[src/rtl/mem_arbiter.sv]
`default_nettype none
// ============================================================================
// Module   : mem_arbiter
// Purpose  : Shares one single-port synchronous RAM between the instruction
//            fetch stage (read-only) and the MEM stage (load/store). Requests
//            are sequenced one at a time through IDLE -> ISSUE -> (WAIT) ->
//            RESP. Data accesses win over fetch, except that a fetch is forced
//            after STARVE_MAX consecutive data grants made while a fetch was
//            pending.
// Ports    :
//   clk, rst                 clock (rising edge), synchronous active-high reset
//   d_req/d_we/d_addr/d_wdata  MEM-stage request (held until d_ack)
//   d_rdata/d_ack            load data (valid with d_ack) and completion pulse
//   i_req/i_addr             fetch request (held until i_ack)
//   i_rdata/i_ack            instruction word (valid with i_ack) and pulse
//   ram_ce/ram_we/ram_addr/ram_wdata  registered RAM controls (issue cycle)
//   ram_rdata                RAM read data, valid RAM_LAT cycles after issue
//   stall_mem/stall_if       combinational per-stage stalls
// Revision : 1.0 - initial release
// ============================================================================
module mem_arbiter #(
  parameter int ADDR_W     = 32,
  parameter int DATA_W     = 32,
  parameter int RAM_LAT    = 2,
  parameter int STARVE_MAX = 4
) (
  input  logic              clk,
  input  logic              rst,
  // MEM stage
  input  logic              d_req,
  input  logic              d_we,
  input  logic [ADDR_W-1:0] d_addr,
  input  logic [DATA_W-1:0] d_wdata,
  output logic [DATA_W-1:0] d_rdata,
  output logic              d_ack,
  // Fetch stage
  input  logic              i_req,
  input  logic [ADDR_W-1:0] i_addr,
  output logic [DATA_W-1:0] i_rdata,
  output logic              i_ack,
  // RAM
  output logic              ram_ce,
  output logic              ram_we,
  output logic [ADDR_W-1:0] ram_addr,
  output logic [DATA_W-1:0] ram_wdata,
  input  logic [DATA_W-1:0] ram_rdata,
  // Pipeline stalls
  output logic              stall_mem,
  output logic              stall_if
);

  localparam int CNT_W = (RAM_LAT < 2) ? 1 : $clog2(RAM_LAT + 1);
  localparam int STV_W = (STARVE_MAX < 2) ? 1 : $clog2(STARVE_MAX + 1);
  localparam logic [CNT_W-1:0] LAT_INIT   = CNT_W'(RAM_LAT);
  localparam logic [STV_W-1:0] STARVE_LIM = STV_W'(STARVE_MAX);

  typedef enum logic [1:0] {
    ST_IDLE  = 2'd0,
    ST_ISSUE = 2'd1,
    ST_WAIT  = 2'd2,
    ST_RESP  = 2'd3
  } state_t;

  state_t              state_q,     state_d;
  logic                owner_q,     owner_d;     // 1 = fetch owns the transfer
  logic [CNT_W-1:0]    cnt_q,       cnt_d;
  logic [STV_W-1:0]    starve_q,    starve_d;
  logic                ram_ce_q,    ram_ce_d;
  logic                ram_we_q,    ram_we_d;
  logic [ADDR_W-1:0]   ram_addr_q,  ram_addr_d;
  logic [DATA_W-1:0]   ram_wdata_q, ram_wdata_d;
  logic [DATA_W-1:0]   d_rdata_q,   d_rdata_d;
  logic [DATA_W-1:0]   i_rdata_q,   i_rdata_d;
  logic                d_ack_q,     d_ack_d;
  logic                i_ack_q,     i_ack_d;

  logic fetch_forced;
  logic data_win;
  logic fetch_win;

  // Data normally wins; a starved fetch overrides it.
  assign fetch_forced = i_req && (starve_q == STARVE_LIM);
  assign data_win     = d_req && !fetch_forced;
  assign fetch_win    = i_req && !data_win;

  always_comb begin
    state_d     = state_q;
    owner_d     = owner_q;
    cnt_d       = cnt_q;
    starve_d    = starve_q;
    ram_ce_d    = 1'b0;
    ram_we_d    = 1'b0;
    ram_addr_d  = ram_addr_q;
    ram_wdata_d = ram_wdata_q;
    d_rdata_d   = d_rdata_q;
    i_rdata_d   = i_rdata_q;
    d_ack_d     = 1'b0;
    i_ack_d     = 1'b0;

    case (state_q)
      ST_IDLE: begin
        // Starvation bookkeeping happens on every IDLE cycle, granted or not.
        if (!i_req || fetch_win) begin
          starve_d = '0;
        end else if (data_win && (starve_q != STARVE_LIM)) begin
          starve_d = starve_q + STV_W'(1);
        end

        if (d_req || i_req) begin
          state_d    = ST_ISSUE;
          owner_d    = fetch_win;
          ram_ce_d   = 1'b1;
          ram_we_d   = data_win && d_we;
          ram_addr_d = data_win ? d_addr : i_addr;
          if (data_win) begin
            ram_wdata_d = d_wdata;
          end
        end
      end

      ST_ISSUE: begin
        cnt_d = LAT_INIT;
        // ram_we_q still holds the latched direction during ISSUE.
        if (ram_we_q) begin
          state_d = ST_RESP;
          d_ack_d = 1'b1;
        end else begin
          state_d = ST_WAIT;
        end
      end

      ST_WAIT: begin
        if (cnt_q == CNT_W'(1)) begin
          state_d = ST_RESP;
          if (owner_q) begin
            i_rdata_d = ram_rdata;
            i_ack_d   = 1'b1;
          end else begin
            d_rdata_d = ram_rdata;
            d_ack_d   = 1'b1;
          end
        end else begin
          cnt_d = cnt_q - CNT_W'(1);
        end
      end

      ST_RESP: begin
        state_d = ST_IDLE;
      end

      default: begin
        state_d = ST_IDLE;
      end
    endcase
  end

  always_ff @(posedge clk) begin
    if (rst) begin
      state_q     <= ST_IDLE;
      owner_q     <= 1'b0;
      cnt_q       <= '0;
      starve_q    <= '0;
      ram_ce_q    <= 1'b0;
      ram_we_q    <= 1'b0;
      ram_addr_q  <= '0;
      ram_wdata_q <= '0;
      d_rdata_q   <= '0;
      i_rdata_q   <= '0;
      d_ack_q     <= 1'b0;
      i_ack_q     <= 1'b0;
    end else begin
      state_q     <= state_d;
      owner_q     <= owner_d;
      cnt_q       <= cnt_d;
      starve_q    <= starve_d;
      ram_ce_q    <= ram_ce_d;
      ram_we_q    <= ram_we_d;
      ram_addr_q  <= ram_addr_d;
      ram_wdata_q <= ram_wdata_d;
      d_rdata_q   <= d_rdata_d;
      i_rdata_q   <= i_rdata_d;
      d_ack_q     <= d_ack_d;
      i_ack_q     <= i_ack_d;
    end
  end

  assign ram_ce    = ram_ce_q;
  assign ram_we    = ram_we_q;
  assign ram_addr  = ram_addr_q;
  assign ram_wdata = ram_wdata_q;
  assign d_rdata   = d_rdata_q;
  assign i_rdata   = i_rdata_q;
  assign d_ack     = d_ack_q;
  assign i_ack     = i_ack_q;

  // Stalls drop in the ack cycle so the stage advances on that edge.
  assign stall_mem = d_req && !d_ack_q;
  assign stall_if  = i_req && !i_ack_q;

endmodule
`default_nettype wire

[config.mk]
export PLATFORM = sky130hd
export DESIGN_NAME = mem_arbiter
export DESIGN_NICKNAME = d
export VERILOG_FILES = /design/src/rtl/mem_arbiter.sv
export SDC_FILE = /design/constraint.sdc
export NUM_CORES = 1
export LEC_CHECK = 0
export CAP_MARGIN = 20
export CORE_UTILIZATION = 37
export CTS_BUF_LIST = sky130_fd_sc_hd__clkbuf_16
export CTS_CLUSTER_SIZE = 20
export DETAILED_ROUTE_END_ITERATION = 12
export MAX_ROUTING_LAYER = met4
export PLACE_DENSITY = 0.85
export SLEW_MARGIN = 25
export SYNTH_ARGS = -nofsm -noshare
export SYNTH_HDL_FRONTEND = slang
export SYNTH_SLANG_ARGS = --single-unit
[constraint.sdc]
create_clock -name clk -period 1.45 [get_ports clk]
set_input_delay 0.29 -clock clk [delete_from_list [all_inputs] [get_ports clk]]
set_output_delay 0.29 -clock clk [all_outputs]
set_load 0.05 [all_outputs]
After elaboration in Yosys (flattened, before gate mapping)
Index checks and enable logic that the tools add are counted.
{"block": "op_classes", "n_addsub": 2, "n_eq_ne": 9, "n_mux": 15, "bitwise": 5, "reduce_logical": 27}
{"op": "$mux W32", "count": 1}
{"op": "$reduce_and A3 Y1", "count": 3}
{"op": "$pmux W2 S4", "count": 1}
{"op": "$reduce_and A2 Y1", "count": 4}
{"op": "$logic_and A1 B1 Y1", "count": 7}
{"op": "$mux W1", "count": 6}
{"op": "$mux W2", "count": 3}
{"op": "$mux W3", "count": 2}
{"op": "$ne A2 B2 Y1 const B", "count": 3}
{"op": "$reduce_or A3 Y1", "count": 2}
{"op": "$logic_not A1 Y1", "count": 5}
{"op": "$not A1 Y1", "count": 5}
{"op": "$eq A2 B1 Y1 const B", "count": 2}
{"op": "$eq A2 B2 Y1 const B", "count": 2}
{"op": "$pmux W2 S2", "count": 1}
{"op": "$reduce_bool A2 Y1", "count": 2}
{"op": "$add A3 B1 Y3 const B", "count": 1}
{"op": "$eq A3 B3 Y1 const B", "count": 1}
{"op": "$ne A3 B3 Y1 const B", "count": 1}
{"op": "$logic_not A2 Y1", "count": 1}
{"op": "$logic_or A1 B1 Y1", "count": 2}
{"op": "$pmux W1 S2", "count": 1}
{"op": "$reduce_or A2 Y1", "count": 1}
{"op": "$sub A2 B1 Y2 const B", "count": 1}
{"block": "word_totals", "reg_bits": 140, "output_inout_bits": 134}

Depth between registers and ports, before layout
{"block": "logic_depth", "depth_word": 9, "depth_mapped": 7, "depth_no_buf": 5}

Worst setup path before layout
Ideal clock, no wire load.
{"block": "synth_timing", "kind": "input-to-output", "from": "input port d_req", "to": "output port stall_mem", "arrival_time_ns": 1.304, "required_time_ns": 1.160, "setup_slack_ns": -0.144, "path_stages": 4, "n_path_buf": 2, "cell_sequence": "buf_6 > inv_1 > clkbuf_1 > nor2_1"}
{"block": "synth_between", "elab_chain_len": 1}
{"element": "start, declared", "line_no": "30", "text": "input logic d_req,"}
{"element": "$logic_and A1 B1 Y1", "line_no": "197", "text": "assign stall_mem = d_req && !d_ack_q;"}
{"element": "end, declared", "line_no": "48", "text": "output logic stall_mem,"}
Every way passes these cells.

Worst setup path after layout
{"block": "layout_timing", "from": "register state_q[0]", "to": "register d_rdata_q[31], in the netlist d_rdata[31]"}
{"block": "layout_between", "elab_chain_len": 2}
{"element": "start, declared", "line_no": "64", "text": "state_t state_q, state_d;"}
{"element": "start signal, assigned", "line_no": "172", "text": "state_q <= state_d;"}
{"element": "$eq A2 B2 Y1", "line_no": "100", "text": "case (state_q)"}
{"element": "$reduce_and A3 Y1 (no source line)"}
{"element": "end signal, assigned", "line_no": "180", "text": "d_rdata_q <= d_rdata_d;"}
{"element": "end, declared", "line_no": "72", "text": "logic [DATA_W-1:0] d_rdata_q, d_rdata_d;"}
Every way passes these cells.
A chain may end at the register's enable or synchronous reset.

==> out/summary.txt <==
violated checks: design-rule violations
Syn Inst Count: 687
Synth Warn #: 0
clk sinks: 140
syn_nets: 827
combinational family with the most area after synthesis: compound AO/OA/AOI/OAI gates
status: finished with violations
Antenna diodes: 0
hpwl dp: 13,000 um
Simple-Gate Fraction of Synth Area: 18.1%
number of I/O pins: 267
vias in the first global route: 5,910
Die Area: 15,300 um2
Final Slew Violations: 0
share of cells above drive strength 1: 23.6%
Final WS setup: 0.0126 ns
CTS Hold Bufs: 0
root buffer cell: clkbuf_16
Worst EP arrival: 1.72 ns
Post-synth EDFFs: 0
Crit path largest cell delay: 0.36 ns
initial antenna violation count: 0
vias per cell: 5.38
main flop type after synthesis: dfxtp_1
Avg Cell Area, Syn: 8.00 um2
CP Capture Type: flop
Critical Path, Cell by Cell: inv_2, ha_4, and3b_2, buf_4, buf_12, nand2_1, a21oi_1
critical path startpoint category: flop
count of different cell masters after synthesis: 34
Setup WS pre-CTS: -0.351 ns
XOR/XNOR Fraction of Synth Area: 0%
first-pass GRT wire length: 29,200 um
largest net degree at the start of global routing: 78
Worst Tran Pin Value: 0.348 ns
final hold vios: 0
Placer Congestion: 0.820
# rows: 44
htree depth: 4
synthesized area: 5500 um2
multiplexer share of the synthesized area: 0%
peak supply drop: 0.000828 V
Total GRT Usage: 25.5%
port buffer count: 266
Clock Path Buffers: 2
die width: 124 um
most frequent cells in the layout: 147 x buf_12, 139 x dfxtp_1, 133 x nand2_1
area grow syn2layout: 94.3%
Die H: 124 um
ANT nets after route: 0
Static Leak: 3.96 nW
ys async rst share: 0%
vias: 6,160
worst path required time: 1.73 ns
Nets: 1,091
WHS: 0.159 ns
grt total ovfl: 0
HP Class: in2reg
relative slew slack: 76.8%
Clock Latency Late Sink: 0.41 ns
CTS tree: yes
clock transition at the registers of the reported paths: 0.06 ns
total core area: 14,500 um2
flop and latch count out of synthesis: 140
critical path peak fanout: 16
critical path class: reg2reg
residual DRC count: 2
First DRT Iteration DRCs: 391
Routed WL: 20,400 um
adder-cell share of the synthesized area: 1.59%
Setup Total Neg Slack: 0 ns
initial core utilization: 37.8%
final period utilization: 99.1%
setup violators final: 0
crit path time final: 1.44 ns
crit path max-delay cell type: dfxtp_1
first drt pass iteration count: 9
register area share after synthesis: 51.0%
Tot Pwr: 0.0156 W
Synth Area in Compound Gates: 23.2%
FMAX: 0.696 GHz
Routed wire per std cell: 17.8 um
CTS Buf Count: 17
clk_skew: 0.0115 ns
commonest non-fill, non-tap cell in the layout: buf_12
total of max-cap violations: 0
RSZ-0062 raised after global routing: true
pwr dens: 1460 nW/um2
==> layout make-up <==
| class | instances | area (um2) |
|---|---|---|
| Timing Repair Buffer | 310 | 4620 |
| Fill cell | 1024 | 3860 |
| Sequential cell | 140 | 2800 |
| Multi-Input combinational cell | 474 | 2450 |
| Clock buffer | 17 | 425 |
| Tap cell | 184 | 230 |
| Clock inverter | 13 | 111 |
| Inverter | 8 | 32.5 |
==> through the flow <==
stage | utilization (%) | instance area, um2 | cells
detailed placement | 67.8 | 9850 | 1105
CTS | 72.0 | 10500 | 1137
global placement | 67.8 | 9850 | 1105
finish | 73.5 | 10700 | 1146
global route | 73.5 | 10700 | 1146
floorplan | - | 5500 | 687
==> cell families after synthesis <==
| group | Yosys count |
|---|---|
| simple gates | 226 |
| fa+ha+maj | 7 |
| buf+inv | 74 |
| flops | 140 |
| compound gates | 240 |
==> what timing repair did <==
action	4_1_cts	5_1_grt
setup buffers	0	1
endpoints found under the setup margin	35	88
endpoints found under the hold margin	0	0
resized for setup	13	34
gates cloned	2	8
pin swaps	0	5
==> state kept, by name, indices dropped and copies added, names as in the netlist <==
register	flops
starve_q	3
state_q	2
ram_addr	32
ram_we	1
d_rdata	32
i_rdata	32
ram_ce	1
d_ack	1
i_ack	1
ram_wdata	32
owner_q	1
cnt_q	2
==> final timing paths <==
path / cells past startpoint / endpoint / slack, ns / start
worst max-delay path: 7 / d_rdata[31] / 0.01 / state_q[0]
worst min register to register: 2 / d_rdata[11] / 0.49 / d_rdata[11]
worst max register to register: 7 / d_rdata[31] / 0.01 / state_q[0]
worst min-delay path: 2 / state_q[1] / 0.16 / rst
==> critical path, delay by kind of cell, from the launching register on <==
family | cells | cell delay, ns
AOI/OAI and AO/OA | 1 | 0.08
and+or+nand+nor | 2 | 0.31
adders and majority gates | 1 | 0.18
DFF | 1 | 0.36
buffers and inverters | 3 | 0.36
==> where the power goes <==
group | switching (W) | internal (W) | leakage, nW
Combinational | 0.00338 | 0.00323 | 2.55
Sequential | 0.000556 | 0.00441 | 1.14
Clock | 0.00160 | 0.00246 | 0.273
==> Yosys cell counts (all sizes together) (2+ instances only) <==
library cell	number	area, um2
a21oi	103	515
and3	3	18.8
nor2	7	26.3
nand4	2	12.5
dfxtp	140	2800
a31oi	32	200
buf	32	176
ha	7	87.6
o221a	2	22.5
nor2b	3	18.8
nand3	68	340
clkbuf	34	131
nand2	133	499
nor3b	2	15.0
inv	8	30.0
o21ai	99	495
==> layer usage <==
layer | share of wire (%) | global-route usage, % | vias to the layer above
met5 | 0 | - | -
met1 | 40 | 28.3 | 2924
met2 | 50 | 42.4 | 267
met3 | 7.3 | 6.23 | 45
met4 | 3.1 | 13.3 | 0
li1 | - | - | 2924
Note: power is estimated with default switching activity, not from simulation.
